[config.mk]
export PLATFORM = sky130hd
export DESIGN_NAME = addr_sweep_gen
export DESIGN_NICKNAME = d
export VERILOG_FILES = /design/src/rtl/addr_sweep_pkg.sv /design/src/rtl/sweep_idx_ctr.sv /design/src/rtl/addr_sweep_gen.sv
export SDC_FILE = /design/constraint.sdc
export NUM_CORES = 1
export LEC_CHECK = 0
export ABC_CLOCK_PERIOD_IN_PS = 2100
export BUFFER_PORTS_ARGS = -buffer_cell sky130_fd_sc_hd__buf_2
export CAP_MARGIN = 20
export CORE_MARGIN = 2
export CORE_UTILIZATION = 43
export DETAILED_ROUTE_END_ITERATION = 10
export HOLD_SLACK_MARGIN = 0.15
export PLACE_DENSITY_LB_ADDON = 0.1
export SKIP_LAST_GASP = 1
export SYNTH_ARGS = -nofsm -noshare
export SYNTH_HDL_FRONTEND = slang
export SYNTH_SLANG_ARGS = --single-unit
[constraint.sdc]
create_clock -name clk -period 2.1 [get_ports clk]
set_clock_uncertainty 0.2 [all_clocks]
set_input_delay 0.21 -clock clk [delete_from_list [all_inputs] [get_ports clk]]
set_output_delay 0.21 -clock clk [all_outputs]
set_load 0.02 [all_outputs]
[src/rtl/addr_sweep_pkg.sv]
// rtl/addr_sweep_pkg.sv - shared state type and default sizing for the address sweep generator
package addr_sweep_pkg;

    // Default geometry: 2 lanes of 14-bit addresses sweeping index 4352..4479.
    localparam int DEF_ADDR_W    = 14;
    localparam int DEF_LANES     = 2;
    localparam int DEF_IDX_START = 4352;
    localparam int DEF_IDX_END   = 4479;

    typedef enum logic {
        ST_IDLE = 1'b0,
        ST_RUN  = 1'b1
    } sweep_state_t;

endpackage

[src/rtl/sweep_idx_ctr.sv]
// rtl/sweep_idx_ctr.sv - sweep index register with end-of-range compare
//
// Ports:
//   clk      rising-edge clock
//   reset    asynchronous active-low reset; loads IDX_START
//   clear    reload IDX_START next cycle (takes priority over advance)
//   advance  increment the index by one next cycle
//   idx      current sweep index
//   at_end   idx equals IDX_END
module sweep_idx_ctr
    import addr_sweep_pkg::*;
#(
    parameter int IDX_W     = DEF_ADDR_W - 1,
    parameter int IDX_START = DEF_IDX_START,
    parameter int IDX_END   = DEF_IDX_END
) (
    input  logic             clk,
    input  logic             reset,
    input  logic             clear,
    input  logic             advance,
    output logic [IDX_W-1:0] idx,
    output logic             at_end
);

    localparam logic [IDX_W-1:0] START_V = IDX_W'(IDX_START);
    localparam logic [IDX_W-1:0] END_V   = IDX_W'(IDX_END);

    always_ff @(posedge clk or negedge reset) begin
        if (!reset) begin
            idx <= START_V;
        end else if (clear) begin
            idx <= START_V;
        end else if (advance) begin
            idx <= idx + IDX_W'(1);
        end
    end

    assign at_end = (idx == END_V);

endmodule

[src/rtl/addr_sweep_gen.sv]
// rtl/addr_sweep_gen.sv - multi-lane interleaved address sweep generator
//
// Ports:
//   clk        rising-edge clock
//   reset      asynchronous active-low reset
//   start      begin a sweep (looked at in IDLE only)
//   abort      terminate the sweep (looked at in RUN only)
//   mode_wrap  1 = restart at IDX_START after IDX_END, 0 = one-shot
//   ready      consumer accepts the current beat
//   addr       LANES packed addresses, lane i = {idx, i}
//   valid      addr holds a beat
//   busy       sweep in progress
//   done       one-cycle pulse when a sweep completes
//
// Build option: ADDR_SWEEP_WRAP_EN enables continuous (wrapping) sweeps;
// without it mode_wrap is ignored and every sweep is one-shot.
module addr_sweep_gen
    import addr_sweep_pkg::*;
#(
    parameter int ADDR_W    = DEF_ADDR_W,
    parameter int LANES     = DEF_LANES,
    parameter int IDX_START = DEF_IDX_START,
    parameter int IDX_END   = DEF_IDX_END
) (
    input  logic                    clk,
    input  logic                    reset,
    input  logic                    start,
    input  logic                    abort,
    input  logic                    mode_wrap,
    input  logic                    ready,
    output logic [LANES*ADDR_W-1:0] addr,
    output logic                    valid,
    output logic                    busy,
    output logic                    done
);

    localparam int LANE_W = $clog2(LANES);
    localparam int IDX_W  = ADDR_W - LANE_W;

    sweep_state_t     state;
    logic             valid_q;
    logic             busy_q;
    logic             done_q;
    logic [IDX_W-1:0] idx;
    logic             at_end;
    logic             wrap_sel;
    logic             xfer;
    logic             final_xfer;
    logic             ctr_clear;
    logic             ctr_adv;

`ifdef ADDR_SWEEP_WRAP_EN
    assign wrap_sel = mode_wrap;
`else
    logic unused_mode_wrap;
    assign unused_mode_wrap = mode_wrap;
    assign wrap_sel         = 1'b0;
`endif

    assign xfer       = (state == ST_RUN) && ready;
    assign final_xfer = xfer && at_end;

    // Abort wins over everything in RUN; the index returns to IDX_START both
    // on abort and on the last beat (wrap or one-shot), so IDLE always
    // presents IDX_START.
    assign ctr_clear = (state == ST_RUN) && (abort || final_xfer);
    assign ctr_adv   = (state == ST_RUN) && !abort && xfer && !at_end;

    sweep_idx_ctr #(
        .IDX_W    (IDX_W),
        .IDX_START(IDX_START),
        .IDX_END  (IDX_END)
    ) u_idx_ctr (
        .clk    (clk),
        .reset  (reset),
        .clear  (ctr_clear),
        .advance(ctr_adv),
        .idx    (idx),
        .at_end (at_end)
    );

    always_ff @(posedge clk or negedge reset) begin
        if (!reset) begin
            state   <= ST_IDLE;
            valid_q <= 1'b0;
            busy_q  <= 1'b0;
            done_q  <= 1'b0;
        end else begin
            done_q <= 1'b0;
            case (state)
                ST_IDLE: begin
                    if (start) begin
                        state   <= ST_RUN;
                        valid_q <= 1'b1;
                        busy_q  <= 1'b1;
                    end
                end
                ST_RUN: begin
                    if (abort) begin
                        state   <= ST_IDLE;
                        valid_q <= 1'b0;
                        busy_q  <= 1'b0;
                    end else if (final_xfer) begin
                        done_q <= 1'b1;
                        if (!wrap_sel) begin
                            state   <= ST_IDLE;
                            valid_q <= 1'b0;
                            busy_q  <= 1'b0;
                        end
                    end
                end
                default: begin
                    state   <= ST_IDLE;
                    valid_q <= 1'b0;
                    busy_q  <= 1'b0;
                end
            endcase
        end
    end

    // Lanes share the index and differ only in the low LANE_W bits.
    for (genvar i = 0; i < LANES; i++) begin : g_lane
        assign addr[i*ADDR_W +: ADDR_W] = {idx, LANE_W'(i)};
    end

    assign valid = valid_q;
    assign busy  = busy_q;
    assign done  = done_q;

endmodule

Yosys cells after proc, flatten, opt, wreduce, memory -nomap -nowiden. Cells that the tools add are included. W data, S select, Z words.

Flip-flop bits (word level): 16. Output and inout bits: 31. Logic and storage cells: 33.

Reductions and logical operators: 11. $add $sub $neg: 1. Bitwise gates (word level): 1. Mux-type cells: 13. Equal/unequal tests: 3.

Operator list (count): $mux W13 (2); $add A13 B1 Y13 const B (1); $eq A13 B13 Y1 const B (1); $mux W1 (9); $logic_and A1 B1 Y1 (6); $pmux W1 S2 (2); $ne A3 B2 Y1 const B (1); $logic_not A1 Y1 (2); $ne A2 B2 Y1 const B (1); $reduce_and A2 Y1 (1); $reduce_bool A2 Y1 (1); $logic_or A1 B1 Y1 (1); $not A1 Y1 (1).

Longest topological paths before layout. Gate-level depths: netlist (run 1).

Depth in word-level cells: 6. Gate-level depth with buffers: 6. Depth with buffers taken out: 5.

Cells and area by module. From an unflattened synthesis (run 1), not the netlist that was laid out.

Cell total of the unflattened synthesis: 101. Area total of the unflattened synthesis: 970.9 um^2.

By module, submodules not included: sweep_idx_ctr (cells each 72, area each 709.4 um^2, instances 1); addr_sweep_gen (cells each 29, area each 261.5 um^2, instances 1).

Worst setup path before layout (run 1). No wires, ideal clock.

Path type: register to register. From: register u_idx_ctr.idx[8]. To: register state. Setup slack: -0.181 ns. Required time: 1.775 ns. Clock period less this slack: 2.281 ns. Stages on the path, launching flop included: 5. Arrival: 1.957 ns. Path through: dfstp_2 -> or4b_4 -> nor4_4 -> a21oi_1 -> mux2_2.

Longest elaborated chain between the ends: 5.

Ends and longest elaborated chain: from (decl) (RTL line sweep_idx_ctr.sv:21) `output logic [IDX_W-1:0] idx,`; from (signal assigned) (RTL line sweep_idx_ctr.sv:34) `idx <= idx + IDX_W'(1);`; $eq A13 B13 Y1 (RTL line sweep_idx_ctr.sv:38) `assign at_end = (idx == END_V);`; $logic_and A1 B1 Y1 (RTL line addr_sweep_gen.sv:61) `assign final_xfer = xfer && at_end;`; $mux W1 (RTL line addr_sweep_gen.sv:103) `end else if (final_xfer) begin`; $mux W1 (RTL line addr_sweep_gen.sv:99) `if (abort) begin`; $pmux W1 S2 (RTL line addr_sweep_gen.sv:90) `case (state)`; to (signal assigned) (RTL line addr_sweep_gen.sv:93) `state <= ST_RUN;`; to (signal assigned) (RTL line addr_sweep_gen.sv:100) `state <= ST_IDLE;`; to (signal assigned) (RTL line addr_sweep_gen.sv:106) `state <= ST_IDLE;`; to (decl) (RTL line addr_sweep_gen.sv:40) `sweep_state_t state;`.

No other way between the ends. A chain may end at the register's enable or synchronous reset.

Worst setup path after layout (run 1).
From: register u_idx_ctr.idx[8]. To: register u_idx_ctr.idx[6].

Longest elaborated chain between the ends: 5. Elaborated cells between the ends (all ways): 8. Classes of those cells: eq/ne: 1; mux: 1; reduce/logical: 6.

Ends and longest elaborated chain: $eq A13 B13 Y1 (*) (RTL line sweep_idx_ctr.sv:38); $logic_and A1 B1 Y1 (RTL line addr_sweep_gen.sv:61); $logic_or A1 B1 Y1 (RTL line addr_sweep_gen.sv:66) `assign ctr_clear = (state == ST_RUN) && (abort || final_xfer);`; $logic_and A1 B1 Y1 (RTL line addr_sweep_gen.sv:66); $mux W13 / $reduce_bool A2 Y1 (equally long branches).

Mark *: on every way between the ends. The rest lies on a longest branch, timed or not.

==> impl_metrics.env, run 1 <==
export IMPL_synth_area_leaders="dfrtp_1, buf_4, dfstp_2"
export IMPL_cap_violations=0
export IMPL_synth_simple_area_share_pct=24.6
export IMPL_routed_wl_mm=2.33
export IMPL_synth_xor_xnor_area_share_pct=2.63
export IMPL_peakVddDrop_uv=368
export IMPL_rsz0062_at_grt="false"
export IMPL_ys_types=34
export IMPL_critical_path_buf_inv_count=2
export IMPL_synth_cells=106
export IMPL_ant_nets=0
export IMPL_nets=150
export IMPL_synth_seq_area_share_pct=40.4
export IMPL_synthMuxAreaShare_pct=2.13
export IMPL_grt_pass1_wl_mm=3.85
export IMPL_synth_edf_count=0
export IMPL_yosysTopAreaCellShare_pct=35.1
export IMPL_grt_pass1_vias=827
export IMPL_path_class="register to register"
export IMPL_globalplace_congestion=0.798
export IMPL_syn2layout_area_growth_pct=28.8
export IMPL_grt_usage_pct=19.5
export IMPL_via_per_inst=5.26
export IMPL_crit_chain="or4b_4 > nor4_4 > buf_6 > a22o_1 > buf_12 > nor2_1"
export IMPL_cts_buffers=3
export IMPL_antenna_found_initial=0
export IMPL_cp_data_arrival_time_ns=1.99
export IMPL_dominantRegCellSynth="dfrtp_1"
export IMPL_fin_crit_ns=2.01
export IMPL_die_h_um=52.2
export IMPL_placement_io_buffers=33
export IMPL_finish_utilization_pct=58.1
export IMPL_core_area_sq_um=2210
export IMPL_async_flop_share_pct=100
export IMPL_drc=0
export IMPL_fillCellCount=201
export IMPL_cts_buffer_depth=2
export IMPL_cts_sinks=16
export IMPL_hold_class="input port to async pin"
export IMPL_ios=37
export IMPL_initial_utilization_pct=45.1
export IMPL_synth_fa_ha_area_share_pct=1.25
export IMPL_htreeDepth=1
export IMPL_critPathSlowestCell="dfstp_2"
export IMPL_hold_viol_final=0
export IMPL_final_cell_count_no_fill=170
export IMPL_synth_area_leader_cell="dfrtp_1"
export IMPL_initialDrtViolationCount=11
export IMPL_die_area_sq_um=2720
export IMPL_syn_area_per_cell_sq_um=9.42
export IMPL_rows=17
export IMPL_final_max_slew_viol_count=0
export IMPL_path_delay_family="simple AND/OR/NAND/NOR gates"
export IMPL_final_layout_size_suffix_gt1_share_pct=43.0
export IMPL_synth_area_sq_um=998
export IMPL_yosysWarningCount=0
export IMPL_cts_clk_slew_worst_paths_ns=0.10
export IMPL_grt_overflow_total=0
export IMPL_worstSetupStartpointType="register"
export IMPL_num_antenna_cells=0
export IMPL_die_w_um=52.2
export IMPL_grt_max_degree=17
export IMPL_setup_violations_final=0
export IMPL_ys_ff_latch=16
export IMPL_outcome="complete, no violations"
export IMPL_post_route_period_util_pct=95.7
export IMPL_firstDrtPassIters=4
export IMPL_dpl_hpwl_mm=1.72
export IMPL_slowest_delay_ns=0.54
export IMPL_insertion_delay_ns=0.28
export IMPL_timing_setup_tns_ns=0
export IMPL_leakage_nw=0.632
export IMPL_crit_path_end_kind="register"
export IMPL_wl_per_cell_um=13.7
export IMPL_synth_compound_area_share_pct=14.0
export IMPL_synth_nets=113
export IMPL_cts_root_buf="clkbuf_4"
export IMPL_placedCellCount=161
export IMPL_detailroute_via_count=895
export IMPL_synth_top_family_by_area="simple AND/OR/NAND/NOR gates"
export IMPL_tritoncts="yes"
export IMPL_cp_max_fo=9
export IMPL_pwr_density_cell_nw_per_um2=514
export IMPL_max_freq_ghz=0.498
export IMPL_cp_data_required_time_ns=2.08
-- logic make-up (layout without fill, tap and decap cells) --
kind of cell | count (synthesis) | after routing
simple gates | 39 | 39
flops | 16 | 16
mux | 2 | 2
fa+ha+maj | 1 | 1
other cells | 2 | 2
xor+xnor | 3 | 3
buf+inv | 21 | 57
compound gates | 22 | 22
-- layout by cell type (no fill, tap or decap), types with 2 or more instances in the layout --
cell type      Yosys  routed
or3_1              4       4
a22o_1             3       3
clkbuf_4           0       3
buf_2              0      33
conb_1             2       2
buf_4             17      10
nand2_1            3       3
o21ai_0            7       5
dfstp_2            2       2
nor4_1             4       4
buf_6              0       2
o21ai_1            0       2
a31oi_1            2       2
and4_1             2       2
xnor2_1            3       3
nand3_1            3       3
and2_1             3       3
a21oi_1            5       2
nand4_1            6       6
nor2_1             7       7
dfrtp_1           14      14
inv_1              3       3
a21oi_2            0       3
dlygate4sd3_1      0       4
-- synth_stat cells, types with 2 or more instances --
cell / instances
a31oi_1: 2
and2_1: 3
or3_1: 4
and4_1: 2
nor2_1: 7
nand4_1: 6
dfrtp_1: 14
nor4_1: 4
a22o_1: 3
a21oi_1: 5
nand2_1: 3
inv_1: 3
dfstp_2: 2
conb_1: 2
xnor2_1: 3
nand3_1: 3
o21ai_0: 7
buf_4: 17
-- report_power, final --
| group | switching [mW] | internal [mW] | total, mW |
|---|---|---|---|
| clock network | 0.102 | 0.105 | 0.207 |
| registers | 0.00990 | 0.319 | 0.329 |
| logic | 0.0742 | 0.0508 | 0.125 |
| total | 0.186 | 0.475 | 0.661 |
-- cell type report --
class / instances / area, sq um / share of cell area (%)
flip-flops and latches: 16 / 403 / 31.3
inverters: 3 / 11.3 / 0.875
well taps: 28 / 35.0 / 2.72
clock buffers: 4 / 36.3 / 2.82
multi-input cells: 69 / 478 / 37.2
repair buffers: 50 / 323 / 25.1
-- worst paths after layout --
check	from	endpoint	slack, ns	cells after the start
max	u_idx_ctr.idx[8]$_DFFE_PN1P_	u_idx_ctr.idx[6]$_DFFE_PN0P_	0.09	6
min	reset	u_idx_ctr.idx[11]$_DFFE_PN0P_	0.16	2
max reg2reg	u_idx_ctr.idx[8]$_DFFE_PN1P_	u_idx_ctr.idx[6]$_DFFE_PN0P_	0.09	6
min reg2reg	busy$_DFFE_PN0P_	busy$_DFFE_PN0P_	0.34	1
max in group asynchronous	reset	u_idx_ctr.idx[8]$_DFFE_PN1P_	1.23	2
min in group clk	busy$_DFFE_PN0P_	busy$_DFFE_PN0P_	0.34	1
-- sequential cells by signal (all words and copies together) (netlist names) --
register	flops
u_idx_ctr.idx	13
busy	1
done	1
state	1
-- layer usage --
| layer | vias up | global-route usage, % | routed length [um] |
|---|---|---|---|
| met5 | - | 0 | 0 |
| met4 | 0 | 6.41 | 17 |
| met3 | 2 | 3.43 | 102 |
| met2 | 27 | 33.8 | 1150 |
| met1 | 423 | 24.5 | 1060 |
| li1 | 443 | - | - |
-- per-stage QoR --
step | setup WS, ns | hold slack [ns] | area (sq um) | total power [mW]
global route | 0.00361 | 0.190 | 1290 | 0.693
detailed placement | 0.0183 | -0.0487 | 1190 | 0.456
CTS | 0.0202 | 0.177 | 1280 | 0.668
global placement | 0.0552 | -0.0553 | 1190 | 0.453
floorplan | -0.0425 | -0.286 | 1030 | 0.416
finish | 0.0908 | 0.160 | 1290 | 0.661
-- timing repair --
action / in CTS / in global routing
gates resized for setup: 0 / 3
setup endpoints to repair: 4 / 12
pin swaps: 1 / 2
hold buffers: 4 / 0
setup buffers: 1 / 0
hold endpoints to repair: 20 / 0
Power figures use the tool's default switching activity.
==> inputs of run 2 (changes only) <==
MAX_ROUTING_LAYER = met4   (was unset)
==> run 2 against run 1 <==
Compared with the run above:
- hold slack better by 0.00051 ns
- register-to-register slack about the same
- sequential power about the same
- core utilization is the same
- worst setup slack barely moved
- clock power barely moved
- first-iteration DRC count increased by 27%
- combinational power about the same
- critical endpoint unchanged
==> impl_metrics.env, run 2 (synthesis gave the netlist of run 1 again) <==
export IMPL_nets=150
export IMPL_max_freq_ghz=0.498
export IMPL_fin_crit_ns=2.01
export IMPL_fillCellCount=201
export IMPL_multi_input_area_sq_um=478
export IMPL_antenna_found_initial=0
export IMPL_hold_class="input port to async pin"
export IMPL_die_w_um=52.2
export IMPL_dpl_hpwl_mm=1.72
export IMPL_power_mw=0.661
export IMPL_placement_io_buffers=33
export IMPL_grt_pass1_wl_mm=3.85
export IMPL_setup_violations_final=0
export IMPL_worstSetupStartpointType="register"
export IMPL_core_area_sq_um=2210
export IMPL_grt_pass1_vias=828
export IMPL_cp_data_required_time_ns=2.08
export IMPL_cts_root_buf="clkbuf_4"
export IMPL_rows=17
export IMPL_worst_r2r_cell_count=6
export IMPL_cts_buffer_depth=2
export IMPL_pwr_density_cell_nw_per_um2=514
export IMPL_regArea_sq_um=403
export IMPL_firstDrtPassIters=4
export IMPL_cap_violations=0
export IMPL_crit_start="u_idx_ctr.idx[8]$_DFFE_PN1P_"
export IMPL_drc=0
export IMPL_htreeDepth=1
export IMPL_grt_max_degree=17
export IMPL_finish_utilization_pct=58.1
export IMPL_outcome="complete, no violations"
export IMPL_peakVddDrop_uv=368
export IMPL_path_class="register to register"
export IMPL_final_common_cell="buf_2"
export IMPL_cts_buffers=3
export IMPL_globalplace_congestion=0.809
export IMPL_syn2layout_area_growth_pct=28.8
export IMPL_rrSetupSlack_ns=0.09
export IMPL_die_h_um=52.2
export IMPL_initialDrtViolationCount=14
export IMPL_leakage_nw=0.632
export IMPL_final_max_slew_viol_count=0
export IMPL_rr_startpoint="u_idx_ctr.idx[8]$_DFFE_PN1P_"
export IMPL_hold_viol_final=0
export IMPL_grt_overflow_total=0
export IMPL_routed_wl_mm=2.35
export IMPL_whs_ns=0.161
export IMPL_post_route_period_util_pct=95.7
export IMPL_num_antenna_cells=0
export IMPL_cts_sinks=16
export IMPL_cp_data_arrival_time_ns=1.99
export IMPL_initial_utilization_pct=45.1
export IMPL_grt_usage_pct=20.0
export IMPL_cts_clk_slew_worst_paths_ns=0.10
export IMPL_cp_max_fo=9
export IMPL_ios=37
export IMPL_detailroute_via_count=901
export IMPL_via_per_inst=5.30
export IMPL_tritoncts="yes"
export IMPL_final_layout_size_suffix_gt1_share_pct=43.0
export IMPL_largest_register_ffs=13
export IMPL_crit_path_end_kind="register"
export IMPL_wl_per_cell_um=13.8
export IMPL_top_register="u_idx_ctr.idx"
export IMPL_die_area_sq_um=2720
export IMPL_rsz0062_at_grt="false"
export IMPL_insertion_delay_ns=0.28
export IMPL_ant_nets=0
export IMPL_final_cell_mix="buf_2, dfrtp_1, buf_4"
[run 2: path summary, 6_finish.rpt]
kind	to
min	u_idx_ctr.idx[11]$_DFFE_PN0P_
max in group asynchronous	u_idx_ctr.idx[8]$_DFFE_PN1P_
max reg2reg	u_idx_ctr.idx[6]$_DFFE_PN0P_
max	u_idx_ctr.idx[6]$_DFFE_PN0P_
min reg2reg	busy$_DFFE_PN0P_
min in group clk	busy$_DFFE_PN0P_
[run 2: layer usage]
layer	wire length [um]	track usage [%]	part of all wire, %	up-vias
met4	17	6.41	0.72	0
met2	1150	33.8	49	25
met5	0	-	0	-
met1	1070	24.5	46	430
li1	-	-	-	444
met3	112	3.43	4.8	2
[run 2: stage by stage]
step                      instances  setup slack [ns]  cell area, sq um  setup TNS, ns
final                           170            0.0911              1290              0
after floorplan                 106           -0.0425              1030         -0.421
after CTS                       170            0.0202              1280              0
after global placement          161            0.0552              1190              0
after global routing            170           0.00361              1290              0
after detailed placement        161            0.0183              1190              0
[run 2: repair_timing]
action / in CTS / in global routing
endpoints found under the hold margin: 20 / 0
endpoints found under the setup margin: 4 / 12
resized for setup: 0 / 3
hold buffers: 4 / 0
pin swaps: 1 / 2
setup buffers: 1 / 0
[run 2: cell type report]
cell class | instances | area share [%]
multi-input combinational | 69 | 37.2
sequential | 16 | 31.3
timing repair buffer | 50 | 25.1
clock buffer | 4 | 2.82
tap | 28 | 2.72
inverter | 3 | 0.875
[run 2: worst max-delay path: stages (launching register included)]
cell	delay, ns
dfstp_2	0.54
or4b_4	0.49
nor4_4	0.16
buf_6	0.16
a22o_1	0.17
buf_12	0.14
nor2_1	0.05
[run 2: report_power, final]
group / leakage (nW) / internal, mW / total [mW] / switching, mW
Combinational: 0.401 / 0.0508 / 0.125 / 0.0745
Clock: 0.0210 / 0.105 / 0.207 / 0.101
Sequential: 0.210 / 0.319 / 0.329 / 0.00990
Total: 0.632 / 0.475 / 0.661 / 0.186
